File: src/rtl/cache_ctrl_nway.sv
// rtl/cache_ctrl_nway.sv - N-way write-back/write-allocate cache control FSM.
// Optional memory-wait timeout enabled by defining CACHE_CTRL_TIMEOUT_EN.
module cache_ctrl_nway #(
  parameter int WAYS = 2,
  parameter int TIMEOUT = 255,
  localparam int WAY_W = $clog2(WAYS)
) (
  input  logic             clk,
  input  logic             rst,
  input  logic             cpu_read,
  input  logic             cpu_write,
  input  logic [WAYS-1:0]  hit_way,
  input  logic [WAYS-1:0]  is_valid,
  input  logic [WAYS-1:0]  is_dirty,
  input  logic [WAY_W-1:0] victim,
  input  logic             ca_resp,
  output logic             cpu_mem_valid,
  output logic             lru_load,
  output logic [WAY_W-1:0] lru_way,
  output logic             mem_read,
  output logic             mem_write,
  output logic [WAYS-1:0]  load_data_line,
  output logic [WAYS-1:0]  load_data_bytes,
  output logic [WAYS-1:0]  load_tag,
  output logic             data_in_select,
  output logic [WAYS-1:0]  set_valid,
  output logic [WAYS-1:0]  write_valid,
  output logic [WAYS-1:0]  set_dirty,
  output logic [WAYS-1:0]  write_dirty,
  output logic             error
);

  typedef enum logic [2:0] {
    IDLE           = 3'd0,
    CHECK          = 3'd1,
    WB_WAIT_RESP   = 3'd2,
    WB_WAIT_DONE   = 3'd3,
    FILL_WAIT_RESP = 3'd4,
    FILL_WAIT_DONE = 3'd5,
    ERROR          = 3'd6
  } state_t;

  state_t           state;
  state_t           next_state;
  logic             op_wr;
  logic [WAY_W-1:0] vic_q;
  logic [WAY_W-1:0] vic_sel;
  logic [WAY_W-1:0] hit_idx;
  logic [WAYS-1:0]  hv;
  logic [WAYS-1:0]  vic_oh;
  logic             multi_hit;
  logic             any_hit;
  logic             req;

  assign req    = cpu_read | cpu_write;
  assign vic_oh = WAYS'(1) << vic_q;

  always_comb begin
    hv        = hit_way & is_valid;
    multi_hit = |(hv & (hv - WAYS'(1)));
    any_hit   = |hv;
    hit_idx   = '0;
    for (int i = 0; i < WAYS; i++) begin
      if (hv[i]) hit_idx = WAY_W'(i);
    end
    // Descending scan so the lowest-index invalid way wins over the LRU pick.
    vic_sel = victim;
    for (int i = WAYS - 1; i >= 0; i--) begin
      if (!is_valid[i]) vic_sel = WAY_W'(i);
    end
  end

`ifdef CACHE_CTRL_TIMEOUT_EN
  localparam int TMO_W = $clog2(TIMEOUT + 1);
  logic [TMO_W-1:0] tmo_cnt;
  logic             wait_state;

  assign wait_state = (state == WB_WAIT_RESP) || (state == WB_WAIT_DONE) ||
                      (state == FILL_WAIT_RESP) || (state == FILL_WAIT_DONE);
`else
  localparam int timeout_unused = TIMEOUT;
`endif

  always_comb begin
    next_state = state;
    case (state)
      IDLE:           if (req) next_state = CHECK;
      CHECK: begin
        if (multi_hit)                                next_state = ERROR;
        else if (any_hit)                             next_state = IDLE;
        else if (is_valid[vic_sel] && is_dirty[vic_sel]) next_state = WB_WAIT_RESP;
        else                                          next_state = FILL_WAIT_RESP;
      end
      WB_WAIT_RESP:   if (ca_resp)  next_state = WB_WAIT_DONE;
      WB_WAIT_DONE:   if (!ca_resp) next_state = FILL_WAIT_RESP;
      FILL_WAIT_RESP: if (ca_resp)  next_state = FILL_WAIT_DONE;
      FILL_WAIT_DONE: if (!ca_resp) next_state = CHECK;
      ERROR:          next_state = IDLE;
      default:        next_state = ERROR;
    endcase
`ifdef CACHE_CTRL_TIMEOUT_EN
    if (wait_state && (next_state == state) && (tmo_cnt == TMO_W'(TIMEOUT - 1)))
      next_state = ERROR;
`endif
  end

  always_ff @(posedge clk) begin
    if (rst) begin
      state <= IDLE;
      op_wr <= 1'b0;
      vic_q <= '0;
`ifdef CACHE_CTRL_TIMEOUT_EN
      tmo_cnt <= '0;
`endif
    end else begin
      state <= next_state;
      if (state == IDLE && req) op_wr <= cpu_write;
      if (state == CHECK && !multi_hit && !any_hit) vic_q <= vic_sel;
`ifdef CACHE_CTRL_TIMEOUT_EN
      if (next_state != state) tmo_cnt <= '0;
      else if (wait_state)     tmo_cnt <= tmo_cnt + TMO_W'(1);
`endif
    end
  end

  // Outputs decode the current state and the live array status so a hit
  // completes in the CHECK cycle itself.
  always_comb begin
    cpu_mem_valid   = 1'b0;
    lru_load        = 1'b0;
    lru_way         = '0;
    mem_read        = 1'b0;
    mem_write       = 1'b0;
    load_data_line  = '0;
    load_data_bytes = '0;
    load_tag        = '0;
    data_in_select  = 1'b0;
    set_valid       = '0;
    write_valid     = '0;
    set_dirty       = '0;
    write_dirty     = '0;
    error           = 1'b0;
    if (!rst) begin
      case (state)
        CHECK: begin
          if (!multi_hit && any_hit) begin
            cpu_mem_valid = 1'b1;
            lru_load      = 1'b1;
            lru_way       = hit_idx;
            if (op_wr) begin
              load_data_bytes = hv;
              set_dirty       = hv;
              write_dirty     = hv;
            end
          end
        end
        WB_WAIT_RESP, WB_WAIT_DONE: mem_write = 1'b1;
        FILL_WAIT_RESP:             mem_read  = 1'b1;
        FILL_WAIT_DONE: begin
          mem_read = 1'b1;
          if (!ca_resp) begin
            load_data_line = vic_oh;
            load_tag       = vic_oh;
            data_in_select = 1'b1;
            set_valid      = vic_oh;
            write_valid    = vic_oh;
            write_dirty    = vic_oh;
          end
        end
        ERROR: begin
          error         = 1'b1;
          cpu_mem_valid = 1'b1;
        end
        default: ;
      endcase
    end
  end

endmodule

File: config.mk
export PLATFORM = sky130hd
export DESIGN_NAME = cache_ctrl_nway
export DESIGN_NICKNAME = d
export VERILOG_FILES = /design/src/rtl/cache_ctrl_nway.sv
export SDC_FILE = /design/constraint.sdc
export NUM_CORES = 1
export LEC_CHECK = 0
export ABC_AREA = 1
export CORE_MARGIN = 1.5
export CORE_UTILIZATION = 42
export CTS_CLUSTER_SIZE = 28
export DETAILED_ROUTE_END_ITERATION = 6
export GPL_TIMING_DRIVEN = 1
export PLACE_DENSITY_LB_ADDON = 0.05
export SLEW_MARGIN = 10
export SYNTH_ARGS = -nofsm -noshare
export SYNTH_HDL_FRONTEND = slang
export SYNTH_SLANG_ARGS = --single-unit
File: constraint.sdc
create_clock -name clk -period 2.51 [get_ports clk]
set_clock_uncertainty 0.2 [all_clocks]
set_input_delay 0.502 -clock clk [delete_from_list [all_inputs] [get_ports clk]]
set_output_delay 0.502 -clock clk [all_outputs]
set_load 0.02 [all_outputs]
* Word-level counts from Yosys, hierarchy flattened
Index checks and enable logic that the tools add are counted.
Word-level totals: input bits 12, bits in registers 5, logic and storage cells 75, output and inout port bits 21
Operators by class: shift-type cells 1, eq/ne operators 11, bitwise gates (word level) 3, add/sub/neg operators 1, $lt $le $gt $ge 1, multiplexer cells 42, reduce and logical (&&, ||, !) cells 13
Operators with widths (number):
- $mux 3 | 8
- $mux 1 | 23
- $pmux 3 s7 | 1
- $mux 2 | 8
- $ne 2x2->1 const B | 5
- $eq 3x3->1 const B | 3
- $reduce_or 2->1 | 4
- $eq 3x2->1 const B | 2
- $logic_and 1x1->1 | 5
- $reduce_and 5->1 | 1
- $and 2x2->2 | 2
- $pmux 2 s2 | 1
- $eq 3x1->1 const B | 1
- $logic_not 3->1 | 1
- $logic_not 1->1 | 2
- $lt 1x2->1 const B | 1
- $pmux 1 s2 | 1
- $shl 1x1->2 const A | 1
- $sub 2x1->2 const B | 1
- $or 1x1->1 | 1

* Depth between registers and ports, before layout
depth in word-level cells 9, mapped depth 9, gate-level depth less buffers 8

* Least setup slack after synthesis
OpenSTA, ideal clock, no wires.
path kind input-to-output, from input port hit_way[0], to output port set_dirty[0], buffers on the path 1, stages 8, setup slack 0.086 ns, data required time 1.808 ns, arrival time 1.722 ns, cells stage by stage nand2_1 > inv_1 > ha_1 > inv_1 > nor2_2 > nand3_1 > nor2_1 > buf_4
On the way: cells in the longest elaborated chain, start to end 9, elaborated cells on any way between the ends 11, those cells by class add/sub: 1; mux: 4; bitwise: 2; reduce/logical: 4
RTL lines:
- start: declaration | line 12 | input logic [WAYS-1:0] hit_way,
- $and 2x2->2 * | line 59 | hv = hit_way & is_valid;
- $sub 2x1->2 | line 60 | multi_hit = |(hv & (hv - WAYS'(1)));
- $and 2x2->2 | line 60
- $reduce_or 2->1 | line 60
- $logic_not 1->1 | line 146 | if (!multi_hit && any_hit) begin
- $logic_and 1x1->1 | line 146
- $mux 2 * (3 in series)
- end: declaration | line 28 | output logic [WAYS-1:0] set_dirty,
Every way passes the cells marked *; elsewhere a longest branch is shown, timed or not.

* Worst setup path in the final report
from input port ca_resp, to output port set_valid[1]
On the way: cells in the longest elaborated chain, start to end 3
RTL lines:
- start: declaration | line 16 | input logic ca_resp,
- $mux 2 | line 161 | if (!ca_resp) begin
- $mux 2 | line 144 | case (state)
- $mux 2 | line 143 | if (!rst) begin
- end: declaration | line 26 | output logic [WAYS-1:0] set_valid,
Every way passes these cells.

==> flow_summary.yaml <==
worst_setup_path:
  r2r_slack_ps: 990
  crit_required_ps: 1810
  critPathSlowestCell: "clkdlybuf4s50_1"
  cp-end-kind: "primary output"
  path_cells: "clkdlybuf4s50_1 -> nor2_2 -> nand2_1 -> nor2_1 -> dlygate4sd2_1"
  crit_buf_inv: 2
  path_class: "input port to primary output"
  cpPeakStageDelay_ps: 440
  crit_arrival_ps: 1710
  crit_fanout: 4
  path_delay_family: "buffers and inverters"
  start_kind: "input port"
detailed_routing:
  wl_per_cell_um: 9.70
  via_count: 762
  first_iter_violations: 7
  dr.pass1.iters: 4
  drtAntennaViolNets: 0
  drc: 0
  routed_via_density: 4.73
  wl_um: 1560
clocking:
  cts_root_buf: "clkbuf_4"
  cts_hold_buf: 0
  clock_sinks: 5
  path_clk_slew_ps: 50
  cts_buffers: 3
  clk_latency_ps: 230
  cts_tree: "yes"
  htreeDepth: 1
  clockBufferDepth: 2
layout:
  finalNetCount: 161
  drive_gt1_share_pct: 31.0
  ff_latch_area_sq_um: 100
  fillers: 142
  design_area_sq_um: 1040
  layout_commonest_cell: "nand2_1"
  areaGrowthSynthToFinish_pct: 59.7
  layout_common_cells: "25 x nand2_1, 17 x nor2_1, 15 x dlygate4sd2_1"
  multi_input_area_sq_um: 435
  antennaDiodeCount: 0
global_routing:
  grt_pass1_vias: 707
  overflow: 0
  grt_max_degree: 18
  antenna_found_initial: 0
  grt_pass1_wl_um: 2730
  track_usage_pct: 18.8
sta:
  final-max-slew-violation-count: 0
  worstMarginPinSlew_ps: 364
  tns_ps: 0
  max_freq_ghz: 0.414
  rsz0062_at_grt: "yes"
  timing.final.ws_setup_ps: 94.5
  hold_viol_final: 0
  hold_slack_ps: 305
  setup_violations: 0
  slew_headroom_pct: 75.7
  fin_crit_sh_pct: 96.2
  min_period_ps: 2420
floorplanning:
  pin_count: 33
  start_util_pct: 44.1
  die_x_um: 42.3
  die_y_um: 42.3
  row_count: 14
  dieArea_sq_um: 1790
  fp.coreArea_sq_um: 1470
placed_design:
  place_area_sq_um: 986
  numPortBuffers: 32
  place_ws_ps: -595
  gp_congestion: 0.827
  dp_hpwl_um: 1200
synth:
  synth_nets: 122
  synth_simple_gate_area_share_pct: 46.8
  ys_ff_latch: 5
  synth_mux_area_share_pct: 0
  synthDistinctLibCells: 25
  avgSynthCellArea_sq_um: 6.07
  syn-instance-count: 107
  synthXorXnorAreaFrac_pct: 1.35
  syn_area_sq_um: 649
  synthAdderAreaFrac_pct: 5.78
  synth_edf_count: 0
  synth-compound-area-share_pct: 8.09
  ys_warn_count: 0
  async_reset_ff_share_pct: 0
  synth_top_family_by_area: "simple AND/OR/NAND/NOR gates"
  ys_seq_area_share_pct: 15.4
  ys.flop_type: "dfxtp_1"
run_status:
  status: "finished clean"
min_path:
  hold_path_class: "register to register"
power:
  p_leak_uw: 0.000549
  power_uw: 677
  ir_drop_mv: 0.597
  cellPowerDensity_nw_per_um2: 653
flow_run:
  max_cap_violations: 0
## routing by layer
layer	GRT usage, %	vias up	part of all wire, %
li1	-	398	-
met4	3.75	0	0
met5	0	-	0
met1	24.3	335	45
met3	3.02	0	8.2
met2	32.6	29	47
## area by class of cell
type,instances,area share [%]
Clock buffer,4,2.53
Inverter,14,5.31
Multi-Input combinational cell,76,42.0
Sequential cell,5,9.65
Tap cell,16,1.93
Timing Repair Buffer,46,38.6
## registers in the layout (all words and copies together), names as in the netlist
name,flops
op_wr,1
vic_q,1
state,3
## logic make-up (layout without fill, tap and decap cells)
family,after synthesis,in the layout
flops,5,5
fa+ha+maj,3,3
compound gates,8,8
buf+inv,26,64
xor+xnor,1,1
simple gates,64,64
## worst min-delay path: stages (launching register included)
cell,delay (ps)
dfxtp_1,330
o31ai_1,70
a21oi_1,60
## Yosys cell counts (2+ instances only)
cell type	count	area share (%)
ha_1	3	5.8
dfxtp_1	5	15
nand3_1	8	6.2
a21oi_1	4	3.1
nand4_1	2	1.9
inv_2	3	1.7
inv_1	10	5.8
buf_6	2	3.5
a21oi_2	2	2.7
nand2_2	2	1.9
nand2_1	26	15
nor2_1	18	10
buf_4	8	9.2
nor2_2	3	2.9
## report_power, final
part	leakage, uW	total [uW]	switching, uW	internal, uW
clock	0.0000150	91.7	31.7	60.0
sequential	0.0000412	155	46.7	108
combinational	0.000492	430	250	181
## through the flow
| step | utilization (%) | std cells |
|---|---|---|
| floorplan | - | 107 |
| global route | 70.5 | 161 |
| CTS | 68.6 | 160 |
| global placement | 67.0 | 153 |
| detailed placement | 67.0 | 153 |
| finish | 70.5 | 161 |
## final timing paths
kind / from / to / depth (start not counted)
max: ca_resp / set_valid[1] / 5
min: op_wr$_SDFFE_PP0P_ / op_wr$_SDFFE_PP0P_ / 2
max reg2reg: state[1]$_SDFFE_PP0P_ / state[1]$_SDFFE_PP0P_ / 8
min reg2reg: op_wr$_SDFFE_PP0P_ / op_wr$_SDFFE_PP0P_ / 2
## what timing repair did
| item | in CTS | in global routing |
|---|---|---|
| setup endpoints to repair | 21 | 17 |
| pin swaps | 6 | 2 |
| resized for setup | 51 | 9 |
| setup buffers | 3 | 1 |
Power figures use the tool's default switching activity.
==> edit 1: new RTL, same settings <==
Re-encode `state_t` (7 states) as one-hot, 7 bits wide.
--- a/src/rtl/cache_ctrl_nway.sv
+++ b/src/rtl/cache_ctrl_nway.sv
@@ -32,10 +32,10 @@
 
-  typedef enum logic [2:0] {
-    IDLE           = 3'd0,
-    CHECK          = 3'd1,
-    WB_WAIT_RESP   = 3'd2,
-    WB_WAIT_DONE   = 3'd3,
-    FILL_WAIT_RESP = 3'd4,
-    FILL_WAIT_DONE = 3'd5,
-    ERROR          = 3'd6
+  typedef enum logic [6:0] {
+    IDLE           = 7'b0000001,
+    CHECK          = 7'b0000010,
+    WB_WAIT_RESP   = 7'b0000100,
+    WB_WAIT_DONE   = 7'b0001000,
+    FILL_WAIT_RESP = 7'b0010000,
+    FILL_WAIT_DONE = 7'b0100000,
+    ERROR          = 7'b1000000
   } state_t;
Check against the original RTL: no difference found for any inputs over 10 cycles, from zero or initial values and one cycle with rst high; not proved beyond that.
==> edit 1 against the unedited design <==
  * First-iteration DRC count grew to 3.9 times the old value
  * Sequential cell count is 4 higher
  * Synthesized cell count is 22% higher
  * Design area is 19% higher
  * Sequential share of layout area is 5.0 points higher
  * Worst setup slack worse by 0.073 ns
  * Synthesized area is 21% higher
  * Routed wire length is 34% higher
  * Critical endpoint is now set_valid[0]
Power is not compared: it rests on default switching activity, and its combinational part moved more than twofold at a synthesized area within 25%.
==> edit 1: results (changes against the unedited design) <==
Parameter                              Value

Run status
  Outcome    complete, no violations

Cells and area
  Number of diodes added for antenna fixing    0 (unchanged)
  Filler cell count in the final layout    158 (+11%)
  Share of cells above drive strength 1    0.318 (+0.00809)
  Biggest regs    state (7), op_wr (1), vic_q (1)

Placement
  Post-DP HPWL    1.74 mm (+45%)
  RePlAce Congestion    0.862 (+4.2%)
  Cells after DPL    196 (+28%)
  Total of buffers placed on input and output ports    32 (unchanged)
  Pre-CTS WS    -0.755 ns (-0.160 ns)

Synth
  Synth area leaders    dfxtp_1 (23%), nand2_1 (17%), nor2_1 (10%), inv_1 (8.6%), buf_4 (7.6%)
  Total nets after synthesis    146 (+20%)
  Leading post-synthesis cells by instance count    nand2_1 (35), nor2_1 (22), inv_1 (18), dfxtp_1 (9), buf_4 (8)
  Cell count after synthesis    131 (+22%)
  Portion of the post-synthesis area used by sequential elements    0.229 (+0.0744)
  Primary FF master, synth    dfxtp_1
  Unique masters post-synth    22 (-12%)

Critical path
  Reg-to-Reg Start    state[6]
  Critical path startpoint    rst
  Crit path capture    set_valid[0]
  Maximum net fanout on the critical path    5 (+1)
  R2R depth    11 (+3)
  R2R Setup Slk    0.89 ns (-0.10 ns)
  Worst reg2reg endpoint    state[3]
  Signal arrival time at the worst endpoint    1.79 ns (+0.08 ns)

Clock tree
  Number of setup buffers added after CTS    4 (+1)
  Clock edge transition at the registers on the reported setup and hold paths    0.07 ns (+0.02 ns)
  Clock root cell    clkbuf_4
  Maximum number of buffers from clock root to sink    2 (unchanged)
  PostCTS Resize Cnt    50 (-2.0%)
  Worst-Skew Late Latency    0.27 ns (+0.04 ns)

Route
  Total Wirelength    2.10 mm (+34%)
  Pre-Repair DR Iteration Count    4 (unchanged)
  Starting DRT DRC Count    27 (+20)
  Total vias in the final route    948 (+24%)
  Avg WL per Cell    10.3 µm (+6.0%)

Global route
  Pin count of the biggest net entering global routing    11 (-7)
  Global-route wire length before repair    3.33 mm (+22%)
  Gr usage total    0.225 (+0.0377)
  Vias in the first global route    773 (+9.3%)

Pwr
  Switching power    between 0.15 and 0.2 mW

STA
  Final period util    0.991 (+0.0290)
  Tightest slew margin relative to the limit    0.833 (+0.0764)

Worst hold path
  Type of the worst min-delay path    flip-flop to flip-flop
-- edit 1: worst max-delay path, cell delays in order --
cell and delay [ns]:
clkdlybuf4s50_1 0.41, inv_1 0.09, nand4_1 0.09, buf_4 0.17
nor2_1 0.16, dlygate4sd2_1 0.36
-- edit 1: power groups by stage --
stage	Clock (mW)	Combinational [mW]	Sequential, mW
2_1_floorplan	0	0.102	0.169
3_3_place_gp	0	0.180	0.169
3_5_place_dp	0	0.182	0.169
4_1_cts	0.123	0.183	0.166
5_1_grt	0.130	0.206	0.167
6_report	0.117	0.184	0.166
-- edit 1: final cells by class --
cell class / count / share of cell area
sequential: 9 / 0.146
inverter: 21 / 0.0640
clock buffer: 4 / 0.0213
timing repair buffer: 53 / 0.348
tap: 25 / 0.0254
multi-input combinational: 92 / 0.395
-- edit 1: how the worst min path moves through the flow --
stage	start	end	slack, ns	cells after the start
after floorplan	op_wr	op_wr	0.28	2
after global placement	op_wr	op_wr	0.30	2
after detailed placement	op_wr	op_wr	0.30	2
after CTS	op_wr	op_wr	0.31	2
after global routing	op_wr	op_wr	0.35	2
final	op_wr	op_wr	0.30	2
-- edit 1: routing by layer --
layer,track usage,part of all wire,vias up
met1,0.297,0.47,415
met4,0.103,0.014,0
li1,-,-,496
met2,0.347,0.46,33
met5,0,0,-
met3,0.0471,0.053,4
-- edit 1: cell families (layout without fill, tap and decap cells) --
group	Yosys count	after routing	share of synthesized area
compound gates	11	11	0.0921
fa+ha+maj	3	3	0.0476
buf+inv	30	78	0.183
flops	9	9	0.229
simple gates	78	78	0.449
-- edit 1: per-stage QoR --
stage                     area [µm²]  hold WS, ns  power, mW
after CTS                       1240        0.310      0.472
after floorplan                  812        0.276      0.272
after global routing            1230        0.346      0.503
after detailed placement        1220        0.300      0.351
final                           1230        0.305      0.468
after global placement          1220        0.299      0.349
==> edit 2: new RTL, config.mk and constraints unchanged <==
Made on the original files. Change the parameter `WAYS` from 2 to 4.
--- a/src/rtl/cache_ctrl_nway.sv
+++ b/src/rtl/cache_ctrl_nway.sv
@@ -3,3 +3,3 @@
 module cache_ctrl_nway #(
-  parameter int WAYS = 2,
+  parameter int WAYS = 4,
   parameter int TIMEOUT = 255,
Ports: changed (12 resized); port bits go from 33 to 55. No check against the original RTL was run, so the function may have changed too.
==> edit 2 against the unedited design <==
  * The flow now finishes with violations (negative setup slack)
  * Utilization up 18 points
  * Hold slack better by 0.023 ns
  * Sequential cell count is 1 higher
  * Synthesized area up 26%
  * Count of clock-buffer cells in the layout down 1
  * Routed wire length up 150%
  * Design area up 52%
  * Critical path depth up 4
  * Worst setup slack got worse by 0.25 ns
  * Power rose by 3.6%
  * Highest routed layer is now met4
==> edit 2: results (changes against the unedited design) <==
Parameter                              Value

Placement
  Post-DP HPWL    2.05 mm (+71%)
  Pre-CTS WS    -0.698 ns (-0.103 ns)

Synth
  Leading post-synthesis cells by instance count    nand2_1 (38), nor2_1 (27), buf_4 (17), inv_1 (12), a21oi_1 (10)
  Share of the synthesized netlist area taken by xor and xnor gates    0.0107 (-0.00277)
  Portion of the post-synthesis area used by sequential elements    0.147 (-0.00713)
  Unique masters post-synth    21 (-16%)
  Compound-gate portion of the synthesized area    0.0949 (+0.0140)
  Synth area leaders    nand2_1 (17%), buf_4 (16%), dfxtp_1 (15%), nor2_1 (12%), a21oi_1 (6.1%)
  Arithmetic-cell share of the synthesized area counting full adders, half adders and majority gates    0 (-0.0578)

Run status
  Violations in the final reports    negative setup slack
  Outcome    finished with violations

Global route
  Global-route track usage on met1    0.324 (+0.0808)
  Vias in the first global route    1125 (+59%)
  Global routing usage on met3    0.0538 (+0.0237)
  Global routing usage on met2    0.540 (+0.214)

STA
  Setup Viol. Count Final    9 (+9)
  Worst Slack Setup Final    -0.154 ns (-0.248 ns)
  Post-Route Hold Slack    0.329 ns (+0.0233 ns)

Cells and area
  Biggest regs    state (3), vic_q (2), op_wr (1)
  Share of cells above drive strength 1    0.475 (+0.165)

Critical path
  Worst reg2reg endpoint    state[0]
  Signal arrival time at the worst endpoint    1.96 ns (+0.25 ns)

Pwr
  Worst IR drop on VDD    0.000528 V (-12%)
  Leakage    0.807 nW (+47%)

Clock tree
  PostCTS Resize Cnt    150 (+190%)

Route
  Total Wirelength    3.84 mm (+150%)
  Met3 WL post-DR    405 µm (+220%)
  Number of vias per cell after detailed routing    5.48 (+16%)
## edit 2: changes by cell type after synthesis, sizes merged, moves of 3 or more
cell   delta
buf       +7
nor3      +5
nor4      +4
nand2    +11
nor2      +8
ha        -3
a21oi     +4
inv       +4
## edit 2: worst max path at each step
stage | startpoint | end | slack (ns)
2_1_floorplan | is_valid[1] | set_dirty[0] | -0.23
3_3_place_gp | is_valid[2] | write_dirty[3] | -0.63
3_5_place_dp | is_valid[2] | set_dirty[1] | -0.70
4_1_cts | ca_resp | set_valid[0] | -0.03
5_1_grt | is_valid[1] | lru_way[0] | -0.20
6_report | is_valid[1] | lru_way[0] | -0.15
## edit 2: report_power, final
group | switching (mW) | leakage (nW) | internal (mW)
Clock | 0.0434 | 0.0138 | 0.0547
Sequential | 0.0195 | 0.0492 | 0.118
Combinational | 0.284 | 0.744 | 0.181
Total | 0.347 | 0.807 | 0.355
## edit 2: kinds of logic after synthesis
family          count (synthesis)
compound gates                 14
xor+xnor                        1
buf+inv                        38
flops                           6
simple gates                   90
## edit 2: cell type report
class / instances / area (µm²) / area share
timing repair buffer: 86 / 722 / 0.459
multi-input combinational: 105 / 604 / 0.385
sequential: 6 / 120 / 0.0764
inverter: 19 / 71.3 / 0.0454
tap: 25 / 31.3 / 0.0199
clock buffer: 3 / 22.5 / 0.0143
## edit 2: through the flow
stage / std cells / instance area (µm²) / util / TNS (ns)
CTS: 243 / 1530 / 0.860 / -0.0507
detailed placement: 232 / 1430 / 0.803 / -15.89
global route: 244 / 1570 / 0.881 / -1.36
finish: 244 / 1570 / 0.881 / -0.527
floorplan: 149 / 830 / - / -0.451
global placement: 232 / 1430 / 0.803 / -14.52
